### config.mk
export PLATFORM = sky130hd
export DESIGN_NAME = match_sequencer_flat
export DESIGN_NICKNAME = d
export VERILOG_FILES = /design/src/rtl/match_sequencer_if.sv /design/src/rtl/match_sequencer.sv /design/src/flat_wrapper.sv
export SDC_FILE = /design/constraint.sdc
export NUM_CORES = 1
export LEC_CHECK = 0
export CORE_AREA = 4 4 48 50
export DETAILED_ROUTE_END_ITERATION = 10
export DIE_AREA = 0 0 52 54
export PLACE_DENSITY = 0.74
export SLEW_MARGIN = 20
export SYNTH_ARGS = -nofsm -noshare
export SYNTH_HDL_FRONTEND = slang
export SYNTH_SLANG_ARGS = --single-unit
### constraint.sdc
create_clock -name clk -period 3.9 [get_ports clk]
set_input_delay 0.975 -clock clk [delete_from_list [all_inputs] [get_ports clk]]
set_output_delay 0.975 -clock clk [all_outputs]
set_load 0.05 [all_outputs]
### src/rtl/match_sequencer_if.sv
// ---------------------------------------------------------------------------
// match_sequencer_if
//
// Bundles the per-frame inputs and the game-state outputs of the Pong
// match sequencer.
//
//   master modport (game/key logic side, also the bench):
//     frame_tick  out  one-cycle pulse per video frame
//     start       out  one-pulsed Enter key
//     ball_x      out  current ball X position (top-left), 10 bits
//     pause       out  one-pulsed pause key (only with MATCH_PAUSE_EN)
//     state       in   0=IDLE 1=SERVE 2=PLAY 3=OVER
//     score1      in   player 1 score
//     score2      in   player 2 score
//     ball_rst    in   one-cycle pulse: re-centre the ball
//     serve_dir   in   0=serve toward player 1 (left), 1=toward player 2
//     winner      in   valid in OVER: 0=player 1, 1=player 2
//   slave modport (match_sequencer side): same signals, opposite direction.
//
// Optional feature macro: MATCH_PAUSE_EN (adds the pause signal).
// ---------------------------------------------------------------------------
interface match_sequencer_if #(
  parameter int SCORE_W = 2
);
  logic               frame_tick;
  logic               start;
  logic [9:0]         ball_x;
  logic [1:0]         state;
  logic [SCORE_W-1:0] score1;
  logic [SCORE_W-1:0] score2;
  logic               ball_rst;
  logic               serve_dir;
  logic               winner;
`ifdef MATCH_PAUSE_EN
  logic               pause;

  modport master (
    output frame_tick, start, ball_x, pause,
    input  state, score1, score2, ball_rst, serve_dir, winner
  );
  modport slave (
    input  frame_tick, start, ball_x, pause,
    output state, score1, score2, ball_rst, serve_dir, winner
  );
`else
  modport master (
    output frame_tick, start, ball_x,
    input  state, score1, score2, ball_rst, serve_dir, winner
  );
  modport slave (
    input  frame_tick, start, ball_x,
    output state, score1, score2, ball_rst, serve_dir, winner
  );
`endif
endinterface

### src/rtl/match_sequencer.sv
// ---------------------------------------------------------------------------
// match_sequencer
//
// Rally/score sequencer for the Pong datapath. Counts frames during the
// serve countdown, detects misses at the field limits while in play,
// keeps both scores and reports the game-state code used by the ball,
// paddle and pixel-generation blocks.
//
// Ports:
//   clk   in  system clock
//   rst   in  synchronous reset, active-high, highest priority
//   bus   match_sequencer_if.slave (frame_tick, start, ball_x, [pause] in;
//         state, score1, score2, ball_rst, serve_dir, winner out)
//
// Optional feature macro: MATCH_PAUSE_EN
//   When defined, a pause pulse in SERVE or PLAY toggles a freeze flag.
//   While frozen the state output reads SERVE, the frame counter holds and
//   no miss detection occurs; the next pause resumes where it left off.
// ---------------------------------------------------------------------------
module match_sequencer #(
  parameter int         SCORE_W      = 2,
  parameter int         WIN_SCORE    = 3,
  parameter int         SERVE_FRAMES = 60,
  parameter logic [9:0] LEFT_LIMIT   = 10'd4,
  parameter logic [9:0] RIGHT_LIMIT  = 10'd620
) (
  input  logic              clk,
  input  logic              rst,
  match_sequencer_if.slave  bus
);

  localparam int CNT_W = $clog2(SERVE_FRAMES + 1);
  localparam logic [CNT_W-1:0]   CNT_LAST = CNT_W'(SERVE_FRAMES - 1);
  localparam logic [SCORE_W-1:0] WIN_Q    = SCORE_W'(WIN_SCORE);

  typedef enum logic [1:0] {
    ST_IDLE  = 2'd0,
    ST_SERVE = 2'd1,
    ST_PLAY  = 2'd2,
    ST_OVER  = 2'd3
  } state_t;

  state_t             state_q, state_d;
  logic [SCORE_W-1:0] score1_q, score1_d;
  logic [SCORE_W-1:0] score2_q, score2_d;
  logic               ball_rst_q, ball_rst_d;
  logic               serve_dir_q, serve_dir_d;
  logic               winner_q, winner_d;
  logic [CNT_W-1:0]   cnt_q, cnt_d;
  logic               freeze_q, freeze_d;
  logic               pause_pulse;

`ifdef MATCH_PAUSE_EN
  assign pause_pulse = bus.pause;
`else
  assign pause_pulse = 1'b0;
`endif

  // Post-point score values, used for the match-end test.
  logic [SCORE_W-1:0] score1_inc, score2_inc;
  assign score1_inc = score1_q + 1'b1;
  assign score2_inc = score2_q + 1'b1;

  // A frame counts only when not frozen; freeze is always 0 without pause.
  logic tick_live;
  assign tick_live = bus.frame_tick & ~freeze_q;

  always_ff @(posedge clk) begin
    if (rst) begin
      state_q     <= ST_IDLE;
      score1_q    <= '0;
      score2_q    <= '0;
      ball_rst_q  <= 1'b0;
      serve_dir_q <= 1'b1;
      winner_q    <= 1'b0;
      cnt_q       <= '0;
      freeze_q    <= 1'b0;
    end else begin
      state_q     <= state_d;
      score1_q    <= score1_d;
      score2_q    <= score2_d;
      ball_rst_q  <= ball_rst_d;
      serve_dir_q <= serve_dir_d;
      winner_q    <= winner_d;
      cnt_q       <= cnt_d;
      freeze_q    <= freeze_d;
    end
  end

  always_comb begin
    state_d     = state_q;
    score1_d    = score1_q;
    score2_d    = score2_q;
    ball_rst_d  = 1'b0;
    serve_dir_d = serve_dir_q;
    winner_d    = winner_q;
    cnt_d       = cnt_q;
    freeze_d    = freeze_q;

    unique case (state_q)
      ST_IDLE: begin
        score1_d = '0;
        score2_d = '0;
        if (bus.start) begin
          state_d    = ST_SERVE;
          ball_rst_d = 1'b1;
          cnt_d      = '0;
        end
      end

      ST_SERVE: begin
        if (pause_pulse) freeze_d = ~freeze_q;
        if (tick_live) begin
          if (cnt_q == CNT_LAST) begin
            state_d = ST_PLAY;
            cnt_d   = '0;
          end else begin
            cnt_d = cnt_q + 1'b1;
          end
        end
      end

      ST_PLAY: begin
        if (pause_pulse) freeze_d = ~freeze_q;
        // Left test first so that overlapping limits favour the left miss.
        if (tick_live && (bus.ball_x <= LEFT_LIMIT)) begin
          score2_d    = score2_inc;
          serve_dir_d = 1'b0;
          if (score2_inc == WIN_Q) begin
            state_d  = ST_OVER;
            winner_d = 1'b1;
          end else begin
            state_d    = ST_SERVE;
            ball_rst_d = 1'b1;
            cnt_d      = '0;
          end
        end else if (tick_live && (bus.ball_x >= RIGHT_LIMIT)) begin
          score1_d    = score1_inc;
          serve_dir_d = 1'b1;
          if (score1_inc == WIN_Q) begin
            state_d  = ST_OVER;
            winner_d = 1'b0;
          end else begin
            state_d    = ST_SERVE;
            ball_rst_d = 1'b1;
            cnt_d      = '0;
          end
        end
      end

      ST_OVER: begin
        if (bus.start) begin
          state_d  = ST_IDLE;
          score1_d = '0;
          score2_d = '0;
        end
      end

      default: state_d = ST_IDLE;
    endcase

    if (state_d == ST_OVER || state_d == ST_IDLE) freeze_d = 1'b0;
  end

  // Frozen play/serve is presented as SERVE so ball and paddles stand still.
  assign bus.state     = freeze_q ? ST_SERVE : state_q;
  assign bus.score1    = score1_q;
  assign bus.score2    = score2_q;
  assign bus.ball_rst  = ball_rst_q;
  assign bus.serve_dir = serve_dir_q;
  assign bus.winner    = winner_q;

endmodule

### src/flat_wrapper.sv
// flat-port wrapper written by rule: the top's interface ports become plain ports
module match_sequencer_flat 
#(
  parameter int         SCORE_W      = 2,
  parameter int         WIN_SCORE    = 3,
  parameter int         SERVE_FRAMES = 60,
  parameter logic [9:0] LEFT_LIMIT   = 10'd4,
  parameter logic [9:0] RIGHT_LIMIT  = 10'd620
)
  (clk, rst, bus_frame_tick, bus_start, bus_ball_x, bus_state, bus_score1, bus_score2, bus_ball_rst, bus_serve_dir, bus_winner);
  match_sequencer_if #(.SCORE_W(SCORE_W)) bus_i ();
  input  logic clk;
  input  logic rst;
  input wire logic [$bits(bus_i.frame_tick)-1:0] bus_frame_tick;
  input wire logic [$bits(bus_i.start)-1:0] bus_start;
  input wire logic [$bits(bus_i.ball_x)-1:0] bus_ball_x;
  output wire logic [$bits(bus_i.state)-1:0] bus_state;
  output wire logic [$bits(bus_i.score1)-1:0] bus_score1;
  output wire logic [$bits(bus_i.score2)-1:0] bus_score2;
  output wire logic [$bits(bus_i.ball_rst)-1:0] bus_ball_rst;
  output wire logic [$bits(bus_i.serve_dir)-1:0] bus_serve_dir;
  output wire logic [$bits(bus_i.winner)-1:0] bus_winner;
  assign bus_i.frame_tick = bus_frame_tick;
  assign bus_i.start = bus_start;
  assign bus_i.ball_x = bus_ball_x;
  assign bus_state = bus_i.state;
  assign bus_score1 = bus_i.score1;
  assign bus_score2 = bus_i.score2;
  assign bus_ball_rst = bus_i.ball_rst;
  assign bus_serve_dir = bus_i.serve_dir;
  assign bus_winner = bus_i.winner;
  match_sequencer #(.SCORE_W(SCORE_W), .WIN_SCORE(WIN_SCORE), .SERVE_FRAMES(SERVE_FRAMES), .LEFT_LIMIT(LEFT_LIMIT), .RIGHT_LIMIT(RIGHT_LIMIT)) u_core (.clk(clk), .rst(rst), .bus(bus_i));
endmodule
# Word level (Yosys, flattened, before mapping)
# Index checks and enable logic that the tools add are counted.
dict set report classes {
  n_lt_le_gt_ge 2
  reduce_logical 13
  muxes 34
  addsub 3
  n_eq_ne 18
}
# cell count
set ops {}
lappend ops {{6-bit 2-to-1 mux} 7}
lappend ops {{2-bit 2-to-1 mux} 11}
lappend ops {{6-bit one-hot mux with 3 select lines} 1}
lappend ops {{2-bit one-hot mux with 3 select lines} 2}
lappend ops {{1-bit 2-to-1 mux} 11}
lappend ops {{10-bit greater-or-equal comparator, second input constant} 1}
lappend ops {{10-bit by 3-bit less-or-equal comparator with 1-bit output, second input constant} 1}
lappend ops {{2-bit != test, second input constant} 5}
lappend ops {{2-bit == test, second input constant} 4}
lappend ops {{2-bit by 1-bit != test with 1-bit output, second input constant} 4}
lappend ops {{2-bit one-hot mux with 4 select lines} 1}
lappend ops {{4-bit AND reduction} 2}
lappend ops {{6-bit by 1-bit adder with 6-bit output, second input constant} 1}
lappend ops {{6-bit == test, second input constant} 1}
lappend ops {{6-bit AND reduction} 1}
lappend ops {{3-bit nonzero test} 2}
lappend ops {{5-bit AND reduction} 1}
lappend ops {{2-bit by 1-bit adder with 2-bit output, second input constant} 2}
lappend ops {{2-bit nonzero test} 2}
lappend ops {{3-bit by 1-bit != test with 1-bit output, second input constant} 1}
lappend ops {{3-bit by 2-bit != test with 1-bit output, second input constant} 1}
lappend ops {{3-bit != test, second input constant} 1}
lappend ops {{3-bit AND reduction} 1}
lappend ops {{2-bit by 1-bit == test with 1-bit output, second input constant} 1}
lappend ops {{4 further kinds} 5}
dict set report word_totals {
  inputBits 14
  out_inout_bits 9
  word_cells 77
  ff_bits 15
}

# Depth between registers and ports, before layout
dict set report logic_depth {
  word_depth 6
  ltp_mapped 7
}

# Worst setup path before layout
# Ideal clock, no wire load.
dict set report synth_timing {
  path_type {input-to-reg}
  from {input port bus_ball_x[6]}
  to {register u_core.cnt_q[4]}
  path_slack_ps 1123
  path_stages 5
  arrival_ps 2640
  path_cell_list {or4_1 > or3_1 > o311a_1 > a211oi_4 > a32oi_1}
}
dict set report synth_between {
  elab_chain_cells 4
  word_cells_on_any_way 10
  classes_between {order compare (2); eq/ne (3); mux (2); reduce/logical (3)}
}
# element line
set synth_rtl {}
lappend synth_rtl {{start, declared} flat_wrapper.sv:16} ;# input wire logic [$bits(bus_i.ball_x)-1:0] bus_ball_x;
lappend synth_rtl {{10-bit by 3-bit less-or-equal comparator with 1-bit output or 10-bit greater-or-equal comparator (tied branches)} {match_sequencer.sv:126, match_sequencer.sv:137}}
lappend synth_rtl {{1-bit logical AND (on tied branches)} {match_sequencer.sv:126, match_sequencer.sv:137}}
lappend synth_rtl {{3-bit != test (no source line), or another cell as far along} -}
lappend synth_rtl {{6-bit AND reduction (no source line) or 6-bit one-hot mux with 3 select lines (tied branches)} -}
lappend synth_rtl {{end signal, assigned} match_sequencer.sv:85} ;# cnt_q <= cnt_d;
lappend synth_rtl {{end, declared} match_sequencer.sv:49} ;# logic [CNT_W-1:0] cnt_q, cnt_d;
# Several ways; a longest one is shown, not always the timed one.
# A chain may end at the register's enable or synchronous reset.

# Final worst setup path
dict set report layout_timing {
  from {input port bus_frame_tick}
  to {register u_core.cnt_q[1]}
}
dict set report layout_between {
  elab_chain_cells 3
  word_cells_on_any_way 9
  classes_between {eq/ne (4); mux (2); reduce/logical (3)}
}
# element line
set layout_rtl {}
lappend layout_rtl {{start, declared} flat_wrapper.sv:14} ;# input wire logic [$bits(bus_i.frame_tick)-1:0] bus_frame_tick;
lappend layout_rtl {{1-bit logical AND (on tied branches)} {match_sequencer.sv:126, match_sequencer.sv:137}}
lappend layout_rtl {{3-bit != test (no source line), or another cell as far along} -}
lappend layout_rtl {{6-bit AND reduction (no source line) or 6-bit one-hot mux with 3 select lines (tied branches)} -}
# Several ways; a longest one is shown, not always the timed one.

==> results by group <==
Cells and area
  – Fin util: ~60%
  – P&R area growth vs syn: 29.8%
  – Fill cells: around 170
  – # nets final: 150
  – FF/Latch Area: between 300 and 400 sq um
  – # diodes: 0
  – Area of the multi-input gates: roughly 580 sq um
  – Fraction of layout cells with a size suffix above 1: between 7 and 8%

Global route
  – Initial antenna violation count: 0
  – Gr usage total: about 17%
  – Vias in the first global route: roughly 840
  – Grt total ovfl: 0
  – First-pass GRT wire length: 3620 um
  – Largest net degree at the start of global routing: 15

Clocking
  – CTS tree: yes
  – PostCTS Resize Cnt: 0
  – CTS Buf Count: 3
  – CTS root buf: clkbuf_4
  – Clk sink count: 15
  – CTS max path bufs: 2
  – Hold Buf Count CTS: 0
  – Clock slew seen by the registers of the worst setup and hold paths: roughly 0.1 ns
  – Number of H-tree levels: 1
  – Setup Buffers After CTS: 0
  – Clock latency on the worst-skew pair: roughly 0.28 ns

Yosys
  – Asr flop ratio synth: 0%
  – Ranking of synthesized cells by area: dfxtp_1 (33%), nand2_1 (5.8%), ha_1 (4.2%), nor2_1 (3.7%), a2bb2oi_1 (2.9%)
  – Sequential fraction of the synthesis area: between 30% and 40%
  – YS warnings: 0
  – Yosys cell types: 44
  – Synth top cells by count: dfxtp_1 (15), nand2_1 (14), nor2_1 (9)
  – Most common cell in the netlist: dfxtp_1
  – Synth top area share: approximately a third
  – Post-Syn Instances: between 100 and 150
  – Post-synth EDFFs: 0
  – Net Count, Synth: roughly 130
  – Seq cells post-synth: 15
  – Post-Syn Area: around 900 sq um
  – Top cell type by total area after synthesis: dfxtp_1
  – Most used DFF post-synth: dfxtp_1
  – Avg Cell Area, Syn: 8.29 sq um

Floorplanning
  – IO Pins: 23
  – Total core area: between 1500 and 2000 sq um
  – Die height: 54 um
  – Chip Width: 52 um
  – Die area: 2810 sq um
  – Initial Util: 47.5%
  – Rows: 16

Detailed routing
  – DRT met1 WL: 1010 um
  – Met2 WL: around 920 um
  – Via density: 5.75
  – Detailed Routing Iterations Pass 1: 4
  – Top layer in use: met4
  – Routed wire length: approximately 2100 um
  – DR WL/cell: about 13 um
  – DRT iter0 DRCs: 25
  – DRC errors left: 0
  – Routed vias: between 900 and 1000
  – Met3 Wirelength: 179 um
  – DRT antenna net count: 0

Timing
  – Period Utilization, post-route: about 79%
  – Setup violations, final: 0
  – Worst Tran Pin Value: slightly above 0.5 ns
  – RSZ-0062 raised after global routing: false
  – Slew headroom: about 66%
  – Final Skew: ~0.0070 ns
  – Setup TNS: 0 ns
  – Fmax: 325 MHz
  – Final Slew Violations: 0
  – Final Hold Fails: 0
  – Crit path time final: a little over 3 ns

Outcome
  – Status: finished clean

Pwr
  – Internal Power: roughly 0.29 mW
  – Pwr dens: ~410 nW/um^2
  – Part of the power in registers: between 40% and 50%
  – Logic pwr share: between 40% and 50%
  – P_sw: about 0.2 mW
  – Switching Share: 41.1%
  – Leakage power: about 0.41 nW
  – Clk pwr share: 18.1%
  – Peak supply drop: about 360 uV

Setup path
  – Worst EP required: ~4 ns
  – Crit path DAT: 3.29 ns
  – Reg-to-reg slack, setup: around 1.8 ns
  – CP Launch Type: primary input
  – Critical path capture point type: flop
  – R2R Path End: u_core.cnt_q[3]
  – R2R cell count: 5
  – Critical Path Fanout Max: 7
  – Worst flop-to-flop path startpoint: u_core.state_q[0]
  – WS Path Type: in2reg

Place
  – RD Place Congestion: around 0.81
  – Port bufs: 22
  – Hpwl dp: around 1600 um

Hold path
  – Hold path endpoint: u_core.bus.score2[0]
  – HP Start: u_core.bus.score2[0]
  – Hold Path Depth: 2
  – Worst Hold Class: reg2reg

Flow run
  – Max Cap Viol: 0
[critical path: stages]
cell and delay [ns]:
clkdlybuf4s50_1 0.58, or4b_4 0.51, or3_1 0.38, o311a_1 0.33, a211oi_4 0.30, mux2i_1 0.22
[cells by family after synthesis]
logic type / count (synthesis) / share of synthesized area, %
simple gates: 49 / 29.4
compound gates: 32 / 26.9
flops: 15 / 33.2
buf+inv: 7 / 3.05
fa+ha+maj: 3 / 4.16
mux: 2 / 2.35
xor+xnor: 1 / 0.970
[state kept, by name (all words and copies together), names as in the netlist]
register / flops
u_core.bus.winner: 1
u_core.state_q: 2
u_core.cnt_q: 6
u_core.bus.score1: 2
u_core.bus.serve_dir: 1
u_core.bus.score2: 2
u_core.bus.ball_rst: 1
[placed cells by master (no fill, tap or decap), types with 4 or more instances in the layout]
| cell type | count |
|---|---|
| clkdlybuf4s50_1 | 22 |
| dfxtp_1 | 15 |
| nand2_1 | 14 |
| nor2_1 | 9 |
| a21oi_1 | 5 |
| o21ai_0 | 4 |
[layer usage]
layer / vias to the layer above / track usage (%)
met3: 2 / 3.32
met1: 416 / 22.4
met4: 0 / 6.99
met2: 32 / 27.2
met5: - / 0
li1: 465 / -
[worst max-delay path by stage]
stage | to | slack [ns] | cells after the start | from
2_1_floorplan | u_core.cnt_q[4] | 1.12 | 5 | bus_ball_x[6]
3_3_place_gp | u_core.cnt_q[4] | 0.56 | 6 | bus_frame_tick
3_5_place_dp | u_core.cnt_q[1] | 0.54 | 6 | bus_frame_tick
4_1_cts | u_core.cnt_q[1] | 0.83 | 6 | bus_frame_tick
5_1_grt | u_core.cnt_q[1] | 0.74 | 6 | bus_frame_tick
6_report | u_core.cnt_q[1] | 0.82 | 6 | bus_frame_tick
[layout make-up]
| cell class | instances | share of cell area, % |
|---|---|---|
| inverters | 4 | 1.28 |
| repair buffers | 22 | 18.8 |
| clock inverters | 1 | 0.427 |
| clock buffers | 3 | 1.92 |
| multi-input cells | 87 | 49.1 |
| well taps | 27 | 2.88 |
| flip-flops and latches | 15 | 25.6 |
[stage by stage]
step | std cells | worst slack (ns) | hold WS [ns] | power (mW) | area, sq um
floorplan | 109 | 1.12 | 0.447 | 0.341 | 903
detailed placement | 155 | 0.545 | 0.466 | 0.400 | 1140
global route | 159 | 0.737 | 0.530 | 0.523 | 1170
CTS | 159 | 0.828 | 0.479 | 0.488 | 1170
global placement | 155 | 0.563 | 0.460 | 0.398 | 1140
finish | 159 | 0.823 | 0.474 | 0.485 | 1170
[power groups by stage]
stage / Clock [mW] / Combinational [mW] / Sequential, mW
finish: 0.0877 / 0.201 / 0.196
global route: 0.0983 / 0.225 / 0.200
CTS: 0.0906 / 0.202 / 0.196
detailed placement: 0 / 0.200 / 0.200
global placement: 0 / 0.200 / 0.198
floorplan: 0 / 0.127 / 0.214
(Power assumes the default switching activity.)
